==> src/rtl/fetch_stage_if.sv <==
// Handshake and data signals between the fetch stage, instruction memory,
// execute-stage redirects and the decode-side IF/ID register.
interface fetch_stage_if;
    logic [1:0]  PC_SOURCE;
    logic [31:0] JALR;
    logic [31:0] BRANCH;
    logic [31:0] JAL;
    logic        STALL;
    logic        IMEM_REQ;
    logic [31:0] IMEM_ADDR;
    logic        IMEM_GNT;
    logic        IMEM_RVALID;
    logic [31:0] IMEM_RDATA;
    logic [31:0] IF_IR;
    logic [31:0] IF_PC;
    logic [31:0] IF_PC_PLUS4;
    logic        IF_VALID;
    logic        ERR_PC;

    modport master (
        input  PC_SOURCE, JALR, BRANCH, JAL, STALL,
        input  IMEM_GNT, IMEM_RVALID, IMEM_RDATA,
        output IMEM_REQ, IMEM_ADDR,
        output IF_IR, IF_PC, IF_PC_PLUS4, IF_VALID, ERR_PC
    );

    modport slave (
        output PC_SOURCE, JALR, BRANCH, JAL, STALL,
        output IMEM_GNT, IMEM_RVALID, IMEM_RDATA,
        input  IMEM_REQ, IMEM_ADDR,
        input  IF_IR, IF_PC, IF_PC_PLUS4, IF_VALID, ERR_PC
    );
endinterface

==> src/rtl/fetch_stage.sv <==
// Instruction fetch stage: single outstanding imem read, IF/ID register with a
// one-entry skid buffer, and execute-stage redirects that squash in-flight work.
//
// state  | meaning
// IDLE   | just out of reset, no request issued yet
// REQ    | requesting imem at PC, waiting for grant
// WAIT   | granted, waiting for read data
// HOLD   | response parked in skid buffer while decode stalls
// DROP   | redirected while a read is in flight; its data will be discarded
module fetch_stage #(
    parameter logic [31:0] RESET_VEC = 32'h0000_0000,
    parameter logic [31:0] NOP_INSTR = 32'h0000_0013
) (
    input logic           IF_CLK,
    input logic           IF_RST,
    fetch_stage_if.master bus
);

    typedef enum logic [2:0] {S_IDLE, S_REQ, S_WAIT, S_HOLD, S_DROP} state_t;

    state_t      state;
    logic [31:0] pc;
    logic [31:0] req_pc;
    logic [31:0] skid_ir;
    logic [31:0] skid_pc;
    logic [31:0] if_ir;
    logic [31:0] if_pc;
    logic [31:0] if_pc_plus4;
    logic        if_valid;
    logic        err_pc;
    logic        redirect;
    logic [31:0] sel_target;
    logic [31:0] target;

    always_comb begin
        sel_target = 32'h0;
        case (bus.PC_SOURCE)
            2'd1:    sel_target = bus.JALR;
            2'd2:    sel_target = bus.BRANCH;
            2'd3:    sel_target = bus.JAL;
            default: sel_target = 32'h0;
        endcase
    end

    assign redirect = (bus.PC_SOURCE != 2'd0);
    assign target   = {sel_target[31:2], 2'b00};

    always_ff @(posedge IF_CLK or posedge IF_RST) begin
        if (IF_RST) begin
            state       <= S_IDLE;
            pc          <= RESET_VEC;
            req_pc      <= 32'h0;
            skid_ir     <= 32'h0;
            skid_pc     <= 32'h0;
            if_ir       <= NOP_INSTR;
            if_pc       <= 32'h0;
            if_pc_plus4 <= 32'h0;
            if_valid    <= 1'b0;
            err_pc      <= 1'b0;
        end else begin
            err_pc <= redirect && (sel_target[1:0] != 2'b00);

            // Decode takes the current entry; later assignments may refill it.
            if (if_valid && !bus.STALL) begin
                if_valid <= 1'b0;
                if_ir    <= NOP_INSTR;
            end

            case (state)
                S_IDLE: state <= S_REQ;
                S_REQ: begin
                    if (bus.IMEM_GNT) begin
                        req_pc <= pc;
                        pc     <= pc + 32'd4;
                        state  <= S_WAIT;
                    end
                end
                S_WAIT: begin
                    if (bus.IMEM_RVALID) begin
                        if (!if_valid || !bus.STALL) begin
                            if_ir       <= bus.IMEM_RDATA;
                            if_pc       <= req_pc;
                            if_pc_plus4 <= req_pc + 32'd4;
                            if_valid    <= 1'b1;
                            state       <= S_REQ;
                        end else begin
                            skid_ir <= bus.IMEM_RDATA;
                            skid_pc <= req_pc;
                            state   <= S_HOLD;
                        end
                    end
                end
                S_HOLD: begin
                    if (!bus.STALL) begin
                        if_ir       <= skid_ir;
                        if_pc       <= skid_pc;
                        if_pc_plus4 <= skid_pc + 32'd4;
                        if_valid    <= 1'b1;
                        state       <= S_REQ;
                    end
                end
                S_DROP: begin
                    if (bus.IMEM_RVALID)
                        state <= S_REQ;
                end
                default: state <= S_IDLE;
            endcase

            // Redirect wins over everything above, including a stalled decode.
            if (redirect) begin
                pc       <= target;
                if_valid <= 1'b0;
                if_ir    <= NOP_INSTR;
                case (state)
                    S_REQ:   state <= bus.IMEM_GNT ? S_DROP : S_REQ;
                    S_WAIT:  state <= bus.IMEM_RVALID ? S_REQ : S_DROP;
                    S_HOLD:  state <= S_REQ;
                    default: ;
                endcase
            end
        end
    end

    assign bus.IMEM_REQ    = (state == S_REQ);
    assign bus.IMEM_ADDR   = pc;
    assign bus.IF_IR       = if_ir;
    assign bus.IF_PC       = if_pc;
    assign bus.IF_PC_PLUS4 = if_pc_plus4;
    assign bus.IF_VALID    = if_valid;
    assign bus.ERR_PC      = err_pc;

endmodule

==> src/flat_wrapper.sv <==
// flat-port wrapper written by rule: the top's interface ports become plain ports
module fetch_stage_flat 
#(
    parameter logic [31:0] RESET_VEC = 32'h0000_0000,
    parameter logic [31:0] NOP_INSTR = 32'h0000_0013
)
  (IF_CLK, IF_RST, bus_PC_SOURCE, bus_JALR, bus_BRANCH, bus_JAL, bus_STALL, bus_IMEM_GNT, bus_IMEM_RVALID, bus_IMEM_RDATA, bus_IMEM_REQ, bus_IMEM_ADDR, bus_IF_IR, bus_IF_PC, bus_IF_PC_PLUS4, bus_IF_VALID, bus_ERR_PC);
  fetch_stage_if bus_i ();
  input logic IF_CLK;
  input logic IF_RST;
  input wire logic [$bits(bus_i.PC_SOURCE)-1:0] bus_PC_SOURCE;
  input wire logic [$bits(bus_i.JALR)-1:0] bus_JALR;
  input wire logic [$bits(bus_i.BRANCH)-1:0] bus_BRANCH;
  input wire logic [$bits(bus_i.JAL)-1:0] bus_JAL;
  input wire logic [$bits(bus_i.STALL)-1:0] bus_STALL;
  input wire logic [$bits(bus_i.IMEM_GNT)-1:0] bus_IMEM_GNT;
  input wire logic [$bits(bus_i.IMEM_RVALID)-1:0] bus_IMEM_RVALID;
  input wire logic [$bits(bus_i.IMEM_RDATA)-1:0] bus_IMEM_RDATA;
  output wire logic [$bits(bus_i.IMEM_REQ)-1:0] bus_IMEM_REQ;
  output wire logic [$bits(bus_i.IMEM_ADDR)-1:0] bus_IMEM_ADDR;
  output wire logic [$bits(bus_i.IF_IR)-1:0] bus_IF_IR;
  output wire logic [$bits(bus_i.IF_PC)-1:0] bus_IF_PC;
  output wire logic [$bits(bus_i.IF_PC_PLUS4)-1:0] bus_IF_PC_PLUS4;
  output wire logic [$bits(bus_i.IF_VALID)-1:0] bus_IF_VALID;
  output wire logic [$bits(bus_i.ERR_PC)-1:0] bus_ERR_PC;
  assign bus_i.PC_SOURCE = bus_PC_SOURCE;
  assign bus_i.JALR = bus_JALR;
  assign bus_i.BRANCH = bus_BRANCH;
  assign bus_i.JAL = bus_JAL;
  assign bus_i.STALL = bus_STALL;
  assign bus_i.IMEM_GNT = bus_IMEM_GNT;
  assign bus_i.IMEM_RVALID = bus_IMEM_RVALID;
  assign bus_i.IMEM_RDATA = bus_IMEM_RDATA;
  assign bus_IMEM_REQ = bus_i.IMEM_REQ;
  assign bus_IMEM_ADDR = bus_i.IMEM_ADDR;
  assign bus_IF_IR = bus_i.IF_IR;
  assign bus_IF_PC = bus_i.IF_PC;
  assign bus_IF_PC_PLUS4 = bus_i.IF_PC_PLUS4;
  assign bus_IF_VALID = bus_i.IF_VALID;
  assign bus_ERR_PC = bus_i.ERR_PC;
  fetch_stage #(.RESET_VEC(RESET_VEC), .NOP_INSTR(NOP_INSTR)) u_core (.IF_CLK(IF_CLK), .IF_RST(IF_RST), .bus(bus_i));
endmodule
==> config.mk <==
export PLATFORM = sky130hd
export DESIGN_NAME = fetch_stage_flat
export DESIGN_NICKNAME = d
export VERILOG_FILES = /design/src/rtl/fetch_stage_if.sv /design/src/rtl/fetch_stage.sv /design/src/flat_wrapper.sv
export SDC_FILE = /design/constraint.sdc
export NUM_CORES = 1
export LEC_CHECK = 0
export CAP_MARGIN = 40
export CORE_ASPECT_RATIO = 1.1
export CORE_MARGIN = 3
export CORE_UTILIZATION = 50
export DETAILED_ROUTE_END_ITERATION = 8
export PLACE_DENSITY = 0.9
export SLEW_MARGIN = 20
export SYNTH_ARGS = -nofsm -noshare
export SYNTH_HDL_FRONTEND = slang
export SYNTH_SLANG_ARGS = --single-unit
==> constraint.sdc <==
create_clock -name IF_CLK -period 8.6 [get_ports IF_CLK]
set_clock_uncertainty 0.15 [all_clocks]
set_input_delay 1.72 -clock IF_CLK [delete_from_list [all_inputs] [get_ports IF_CLK]]
set_output_delay 1.72 -clock IF_CLK [all_outputs]
set_load 0.05 [all_outputs]
==> flow_summary.json <==
{
  "drtIter0Drc": 844,
  "yosys_register_bits": 219,
  "cts_made_buffers": 23,
  "area_growth_pct": 31.8,
  "clock_path_buffers": 3,
  "end_kind": "flop",
  "ys_warn_count": 0,
  "hold_end": "u_core.bus.IF_PC_PLUS4[10]$_DFFE_PP0P_",
  "start_util_pct": 51.3,
  "drv_slew": 0,
  "multi_input_area_um2": 5140,
  "power_density_nw_per_um2": 281,
  "hold_path_depth": 2,
  "rsz0062_at_grt": "no",
  "antenna_found_initial": 0,
  "finalPower_mw": 4.08,
  "grt_start_max_net_pins": 95,
  "place_area_um2": 13800,
  "ir_drop_mv": 0.144,
  "p_sw_share_pct": 41.2,
  "cp.arrival_ns": 4.51,
  "wl_um": 30000,
  "reg2reg_slack_ns": 4.95,
  "vias_per_cell": 5.96,
  "worst_r2r_startpoint": "u_core.state[0]$_DFF_PP0_",
  "drive_gt1_share_pct": 15.1,
  "insertion_delay_ns": 0.50,
  "finalCritPeriodShare_pct": 49.9,
  "core_um2": 21400,
  "wire_per_inst_um": 19.7,
  "async_flop_share_pct": 100,
  "place.gp.congestion": 0.883,
  "critPathKind": "in -> reg",
  "synth.area.mux_share_pct": 17.4,
  "synth_top_family_by_area": "multiplexers",
  "fillers": 1583,
  "pwr-share-seq_pct": 37.6,
  "grt_pass1_wl_um": 47700,
  "drt_pass1_iterations": 8,
  "die_y_um": 162,
  "synth_simple_gate_area_share_pct": 14.6,
  "synth_xor_area_share_pct": 3.03,
  "cts_resized": 0,
  "fmax_mhz": 233,
  "track_usage_pct": 24.5,
  "synth_edf_count": 0,
  "reg2regPathDepth": 10,
  "leakagePower_nw": 6.05,
  "path_clk_slew_ns": 0.06,
  "io_buffers": 259,
  "cts-root-buf": "clkbuf_16",
  "dieArea_um2": 23800,
  "drtAntennaViolNets": 0,
  "cts_sinks": 219,
  "synth-compound-area-share_pct": 11.1,
  "holdWs_ns": 0.329,
  "die_width_um": 147,
  "required_ns": 8.83,
  "hold_path.startpoint": "u_core.bus.IF_PC_PLUS4[10]$_DFFE_PP0P_",
  "vias": 9078,
  "synth_cells": 986,
  "yosysSeqAreaShare_pct": 49.9,
  "hp-class": "reg -> reg",
  "cts_setup_buffers": 0,
  "hold_buffers": 0,
  "status": "completed",
  "critPathMaxFanout": 48,
  "seqCellArea_um2": 5480,
  "worst_slew_pin_slew_ns": 0.815,
  "setup_viol": 0,
  "synth_adder_area_share_pct": 0.228,
  "period_minus_slack_ns": 4.29,
  "fin_tns_setup_ns": 0,
  "fin_nets": 1353,
  "cap_violations": 0,
  "clock_power_share_pct": 22.7,
  "synth_cell_types": 67,
  "stdcell_area_um2": 14500,
  "power.internal_mw": 2.40,
  "p_switching_mw": 1.68,
  "combPwrFrac_pct": 39.7,
  "hold_viol": 0,
  "timing.slew.headroom_pct": 45.7,
  "avgSynthCellArea_um2": 11.2,
  "dp_hpwl_um": 21900,
  "io_pins": 266,
  "worst_r2r_endpoint": "u_core.bus.IF_PC_PLUS4[28]$_DFFE_PP0P_",
  "start_kind": "input pin",
  "row_count": 56,
  "ys.flop_type": "dfrtp_1",
  "drc": 0,
  "antenna_cells": 0,
  "cts_max_level": 1,
  "cts_tree": "yes",
  "grt_overflow_total": 0,
  "netlist_area_um2": 11000,
  "grt_pass1_vias": 9040
}
[kinds of logic (layout without fill, tap and decap cells)]
kind of cell / count (synthesis) / after routing
AOI/OAI and AO/OA: 170 / 170
xor gates and xnor gates: 38 / 38
adders and majority gates: 2 / 2
buffers and inverters: 83 / 324
DFF: 219 / 219
muxes: 150 / 150
other: 1 / 6
and+or+nand+nor: 323 / 323
[Yosys cell counts (all sizes together), types with 3 or more instances]
cell type  number  share of area, %
a222oi         29               2.6
buf            46               2.5
or3             5              0.28
or2             3              0.17
inv            11              0.38
nor4           16              0.91
o221ai          3              0.30
and4           12              0.96
a31oi           9              0.51
a22oi           4              0.27
xor2           23               1.8
nor2           63               2.2
dfstp           3              0.72
a41oi           3              0.24
a21oi           9              0.41
xnor2          15               1.2
o211ai          3              0.20
mux2           92               9.5
dfrtp         216                49
a221o           5              0.46
mux4           23               4.7
nor3           16              0.77
nor4b           4              0.46
o21a            8              0.55
o21ai          57               2.6
nand3          35               1.6
and3            9              0.51
o22ai           5              0.28
o31ai          10              0.68
nand2         120               4.1
clkbuf         26              0.89
mux2i          35               3.2
a211o           3              0.24
nand4          22               1.3
a21o            5              0.34
o31a            4              0.32
nor2b           5              0.28
[power groups by stage]
stage               Clock (mW)  Sequential (mW)  Combinational [mW]
global route             0.982             1.57                1.72
CTS                      0.939             1.53                1.62
global placement             0             1.53                1.58
floorplan                    0             1.97               0.591
finish                   0.925             1.53                1.62
detailed placement           0             1.54                1.62
[critical path, stage by stage]
cell and delay (ns):
clkdlybuf4s50_1 0.50, and4bb_2 0.23, buf_4 0.46, nand4_1 0.57
nor4_1 0.42, xor2_1 0.12, mux4_2 0.48
[metal layers]
metal / vias to the layer above / track usage [%] / part of all wire [%]
li1: 4121 / - / -
met1: 4371 / 31.8 / 40
met2: 491 / 41.0 / 48
met3: 95 / 4.21 / 7.4
met4: 0 / 10.2 / 4.3
met5: - / 0 / 0
[layout make-up]
type,instances,area share [%]
multi-input cells,689,35.5
well taps,290,2.50
inverters,11,0.337
flip-flops and latches,219,37.8
clock buffers,32,4.41
repair buffers,272,19.0
clock inverters,9,0.415
[how the worst max path moves through the flow]
stage,from,to,slack [ns],cells past startpoint
2_1_floorplan,IF_RST,u_core.bus.ERR_PC$_DFF_PP0_,0.74,1
3_3_place_gp,bus_IMEM_GNT,u_core.bus.IMEM_ADDR[22]$_DFFE_PP0P_,3.94,7
3_5_place_dp,bus_IMEM_GNT,u_core.bus.IMEM_ADDR[16]$_DFFE_PP0P_,3.84,7
4_1_cts,bus_IMEM_GNT,u_core.bus.IMEM_ADDR[16]$_DFFE_PP0P_,4.35,7
5_1_grt,bus_IMEM_GNT,u_core.bus.IMEM_ADDR[29]$_DFFE_PP0P_,4.16,7
6_report,bus_IMEM_GNT,u_core.bus.IMEM_ADDR[16]$_DFFE_PP0P_,4.31,7
[state kept, by name, indices dropped and copies added, names as in the netlist]
signal	count
u_core.bus.IF_IR	32
u_core.state	3
u_core.bus.IF_PC_PLUS4	30
u_core.bus.IMEM_ADDR	30
u_core.bus.IF_PC	30
u_core.skid_pc	30
u_core.skid_ir	32
u_core.bus.IF_VALID	1
u_core.bus.ERR_PC	1
u_core.req_pc	30
[placed cells by master (no fill, tap or decap), types with 23 or more instances in the layout]
master / synthesis / routed
a222oi_1: 29 / 29
clkbuf_16: 0 / 23
clkdlybuf4s50_1: 0 / 257
dfrtp_1: 216 / 216
mux2_2: 91 / 91
mux2i_1: 34 / 34
mux4_2: 23 / 23
nand2_1: 120 / 120
nand3_1: 35 / 34
nor2_1: 63 / 60
o21ai_0: 57 / 57
xor2_1: 23 / 23
[per-stage QoR]
step	std cells	util, %	setup slack, ns
after CTS	1521	67.5	4.35
after global routing	1522	67.6	4.16
after global placement	1477	63.8	3.94
after detailed placement	1480	64.2	3.84
final	1522	67.6	4.31
after floorplan	991	-	0.742
(Power assumes the default switching activity.)
==> variant 1 (config.mk and constraints unchanged) <==
The 5 states of `state_t` get a Gray code encoding in 3 bits.
--- a/src/rtl/fetch_stage.sv
+++ b/src/rtl/fetch_stage.sv
@@ -18,3 +18,3 @@
 
-    typedef enum logic [2:0] {S_IDLE, S_REQ, S_WAIT, S_HOLD, S_DROP} state_t;
+    typedef enum logic [2:0] {S_IDLE = 3'b000, S_REQ = 3'b001, S_WAIT = 3'b011, S_HOLD = 3'b010, S_DROP = 3'b110} state_t;
 
Function: same outputs for any inputs over 4 cycles, from zero or initial values and one cycle with IF_RST high; so few cycles prove little.
==> variant 1 against the original RTL <==
Register-to-register slack improved by 0.17 ns. Worst setup slack better by 0.035 ns. Cell count increased by 3.9%. Critical path type is now reg -> out. Sequential cell count stayed put. Count of clock-buffer cells in the layout fell by 2. Power rose by 5.3%. Largest cell class unchanged. Critical endpoint is now bus_IMEM_REQ. Wire length rose by 5.4%. Final area increased by 1.2%. First-iteration DRC count up 26%. Area after synthesis fell by 0.36%.
==> variant 1: results (changes against the original RTL) <==
metric,value,unit,change
status,finished clean,,
synth_mux_area_share,14.8,%,-2.6 points
drt-met1-wl,12.6,mm,+5.7%
synthAdderAreaFrac,0.228,%,+0.00083 points
final-nonclk-buf-share,19.1,%,+0.077 points
drt_iter0_drc,1060,,+26%
powerDensity,293,mW/mm^2,+4.1%
worstHoldStart,u_core.bus.IF_PC[14],,
use_met3,4.24,%,+0.028 points
fin_util,68.4,%,+0.83 points
dieArea,0.0237,sq mm,-0.35%
ys_seq_area_share,50.1,%,+0.18 points
synth_area_leaders,"dfrtp_1 49%, mux2_2 6.6%, nand2_1 6.3%",,
routabilityCongestion,0.906,,+2.6%
post_drt_wl_per_cell,20.0,microns,+1.4%
diodes,1,,+1
power_leakage,6.24,nW,+3.2%
grt_pass1_vias,9373,,+3.7%
routed-wl-met2,15.8,mm,+8.6%
multi_input_area_share,35.2,%,-0.32 points
placed_area,0.0138,sq mm,+0.27%
grtUsageTotal,25.9,%,+1.4 points
met3_length,2.23,mm,-0.27%
num-multi-input-gates,744,,+8.0%
dp.final_hpwl,22.5,mm,+3.1%
clkCellAreaFrac,5.52,%,+0.69 points
synth_common_cells,"216 x dfrtp_1, 185 x nand2_1, 70 x nor2_1, 64 x mux2_2, 60 x o21ai_0",,
r2r-start,u_core.state[2],,
use_met1,35.0,%,+3.2 points
crit_fanout,15,,-69%
num-nonclk-buffers,276,,+1.5%
p_clk,1.07,mW,+16%
## variant 1: cell count changes in the layout (fill, tap and decap cells not counted), moves of 5 or more
cell / unedited run / this run
nand2_1: 120 / 185
mux2_2: 91 / 64
xnor2_1: 15 / 23
nor2_1: 60 / 67
nor3_1: 15 / 22
a21oi_1: 9 / 14
a31oi_1: 9 / 4
and4_1: 12 / 7
bufinv_16: 0 / 5
o21a_1: 8 / 3
## variant 1: path summary, 6_finish.rpt
path / to / slack, ns / cells past startpoint
min in group asynchronous: u_core.bus.IMEM_ADDR[21] / 1.45 / 2
worst max register to register: u_core.bus.IF_PC_PLUS4[26] / 5.12 / 9
worst min-delay path: u_core.bus.IF_PC[14] / 0.33 / 2
worst min register to register: u_core.bus.IF_PC[14] / 0.33 / 2
max in group asynchronous: u_core.bus.IF_IR[0] / 5.70 / 4
worst max-delay path: bus_IMEM_REQ / 4.35 / 2
==> variant 2 (config.mk and constraints unchanged) <==
Without the edit above. `NOP_INSTR` is set to 32'h0000_0013 in 2 places; all go to 32'h00000009.
--- a/src/rtl/fetch_stage.sv
+++ b/src/rtl/fetch_stage.sv
@@ -11,3 +11,3 @@
     parameter logic [31:0] RESET_VEC = 32'h0000_0000,
-    parameter logic [31:0] NOP_INSTR = 32'h0000_0013
+    parameter logic [31:0] NOP_INSTR = 32'h00000009
 ) (
--- a/src/flat_wrapper.sv
+++ b/src/flat_wrapper.sv
@@ -4,3 +4,3 @@
     parameter logic [31:0] RESET_VEC = 32'h0000_0000,
-    parameter logic [31:0] NOP_INSTR = 32'h0000_0013
+    parameter logic [31:0] NOP_INSTR = 32'h00000009
 )
Function: changed (a bounded check fails within 4 cycles, from zero or initial values and one cycle with IF_RST high).
==> variant 2 against the original RTL <==
Clock power is 6.3% higher. Final area is essentially flat. Global-route usage rose by 0.99 points. Power fell by 1.6%. Cell count up 3.2%. Area after synthesis decreased by 1.5%. Wire length up 2.1%. Sequential cell count is the same. Worst hold slack is essentially flat. Worst setup slack better by 0.12 ns. Critical path type is now reg -> out. Highest routed layer unchanged.
==> variant 2: results (changes against the original RTL) <==
metric,value,unit,change
status,finished clean,,
cts_resized,0,,unchanged
dp.final_hpwl,21.9,mm,+0.27%
peakVddDrop,0.000153,V,+6.2%
vias_per_cell,5.97,,about the same
slew_headroom,48.4,%,+2.7 points
synth_common_cells,"217 x dfrtp_1, 197 x nand2_1, 66 x o21ai_0, 62 x mux2_2, 61 x nor2_1",,
synth_compound_area_share,11.5,%,+0.40 points
drive_gt1_share,11.9,%,-3.2 points
grtUsageTotal,25.5,%,+0.99 points
synthAdderAreaFrac,0.231,%,+0.0034 points
synthXorXnorAreaFrac,2.99,%,-0.035 points
power_leakage,6.14,nW,+1.5%
routabilityCongestion,0.910,,+3.0%
reg2reg_slack,5.37,ns,+0.42 ns
ys_seq_area_share,50.6,%,+0.74 points
finalCritPeriodShare,48.5,%,-1.4 points
cp.arrival,2.30,ns,-2.21 ns
crit_fanout,13,,-73%
dp_slack,4.12,ns,+0.282 ns
grt_first_pass_wirelength,49.5,mm,+3.9%
post_drt_wl_per_cell,19.5,microns,-1.0%
final_nets,1408,,+4.1%
synth_mux_area_share,14.4,%,-3.0 points
ys_types,65,,-3.0%
synth_area_leaders,"dfrtp_1 50%, nand2_1 6.8%, mux2_2 6.4%",,
variant 2: changes by cell type in the layout (fill, tap and decap cells not counted), sizes merged, moves of 5 or more:
cell and delta:
a21oi +7, mux2i +6, and4 -8, nand2 +77, o21ai +9, xor2 -5, o31ai -8, o21a -7
o2bb2ai +6, mux2 -30
variant 2: final cells by class:
class                      count  area [sq um]
clock inverter                 6          85.1
multi-input combinational    742          5050
fill                        1563          6430
tap                          285           357
sequential                   219          5480
clock buffer                  32           649
timing repair buffer         275          2810
inverter                      11          48.8
variant 2: critical path, cell delays in order, from the launching register on:
cell and delay (ns):
dfrtp_1 0.57, nor2b_1 0.21, nor2b_1 0.17, clkdlybuf4s50_1 0.85
variant 2: per-stage QoR:
stage	std cells	hold slack (ns)	area, sq um
6_report	1570	0.329	14500
5_1_grt	1570	0.356	14500
4_1_cts	1567	0.332	14400
3_5_place_dp	1529	0.319	13700
3_3_place_gp	1525	0.311	13600
2_1_floorplan	1047	0.312	10900
variant 2: routing by layer:
| layer | part of all wire, % | track usage, % | vias to the layer above |
|---|---|---|---|
| li1 | - | - | 4251 |
| met1 | 41 | 34.4 | 4595 |
| met2 | 49 | 42.5 | 429 |
| met3 | 6.1 | 2.88 | 91 |
| met4 | 4.0 | 10.3 | 0 |
| met5 | 0 | 0 | - |
variant 2: final timing paths:
kind / start / endpoint / cells after the start
setup reg to reg: u_core.state[1] / u_core.bus.IF_PC_PLUS4[30] / 6
hold reg to reg: u_core.bus.IF_PC[26] / u_core.bus.IF_PC[26] / 1
setup / recovery: u_core.state[0] / bus_IMEM_REQ / 3
min in group asynchronous: IF_RST / u_core.bus.IF_PC[12] / 2
max in group asynchronous: IF_RST / u_core.skid_ir[13] / 5
hold / removal: u_core.bus.IF_PC[26] / u_core.bus.IF_PC[26] / 1
variant 2: logic make-up (layout without fill, tap and decap cells):
kind of cell | count (synthesis) | in the layout
other | 1 | 6
multiplexers | 123 | 123
AO/OA/AOI/OAI | 177 | 177
XOR/XNOR | 37 | 37
flip-flops | 219 | 219
adder cells (fa/ha/maj) | 2 | 2
AND/OR/NAND/NOR | 397 | 397
buffers and inverters | 86 | 324
variant 2: power by group:
part           leakage, nW  internal [mW]  switching, mW
combinational         2.94          0.542          0.979
clock                0.354          0.583          0.400
sequential            2.84           1.25          0.255
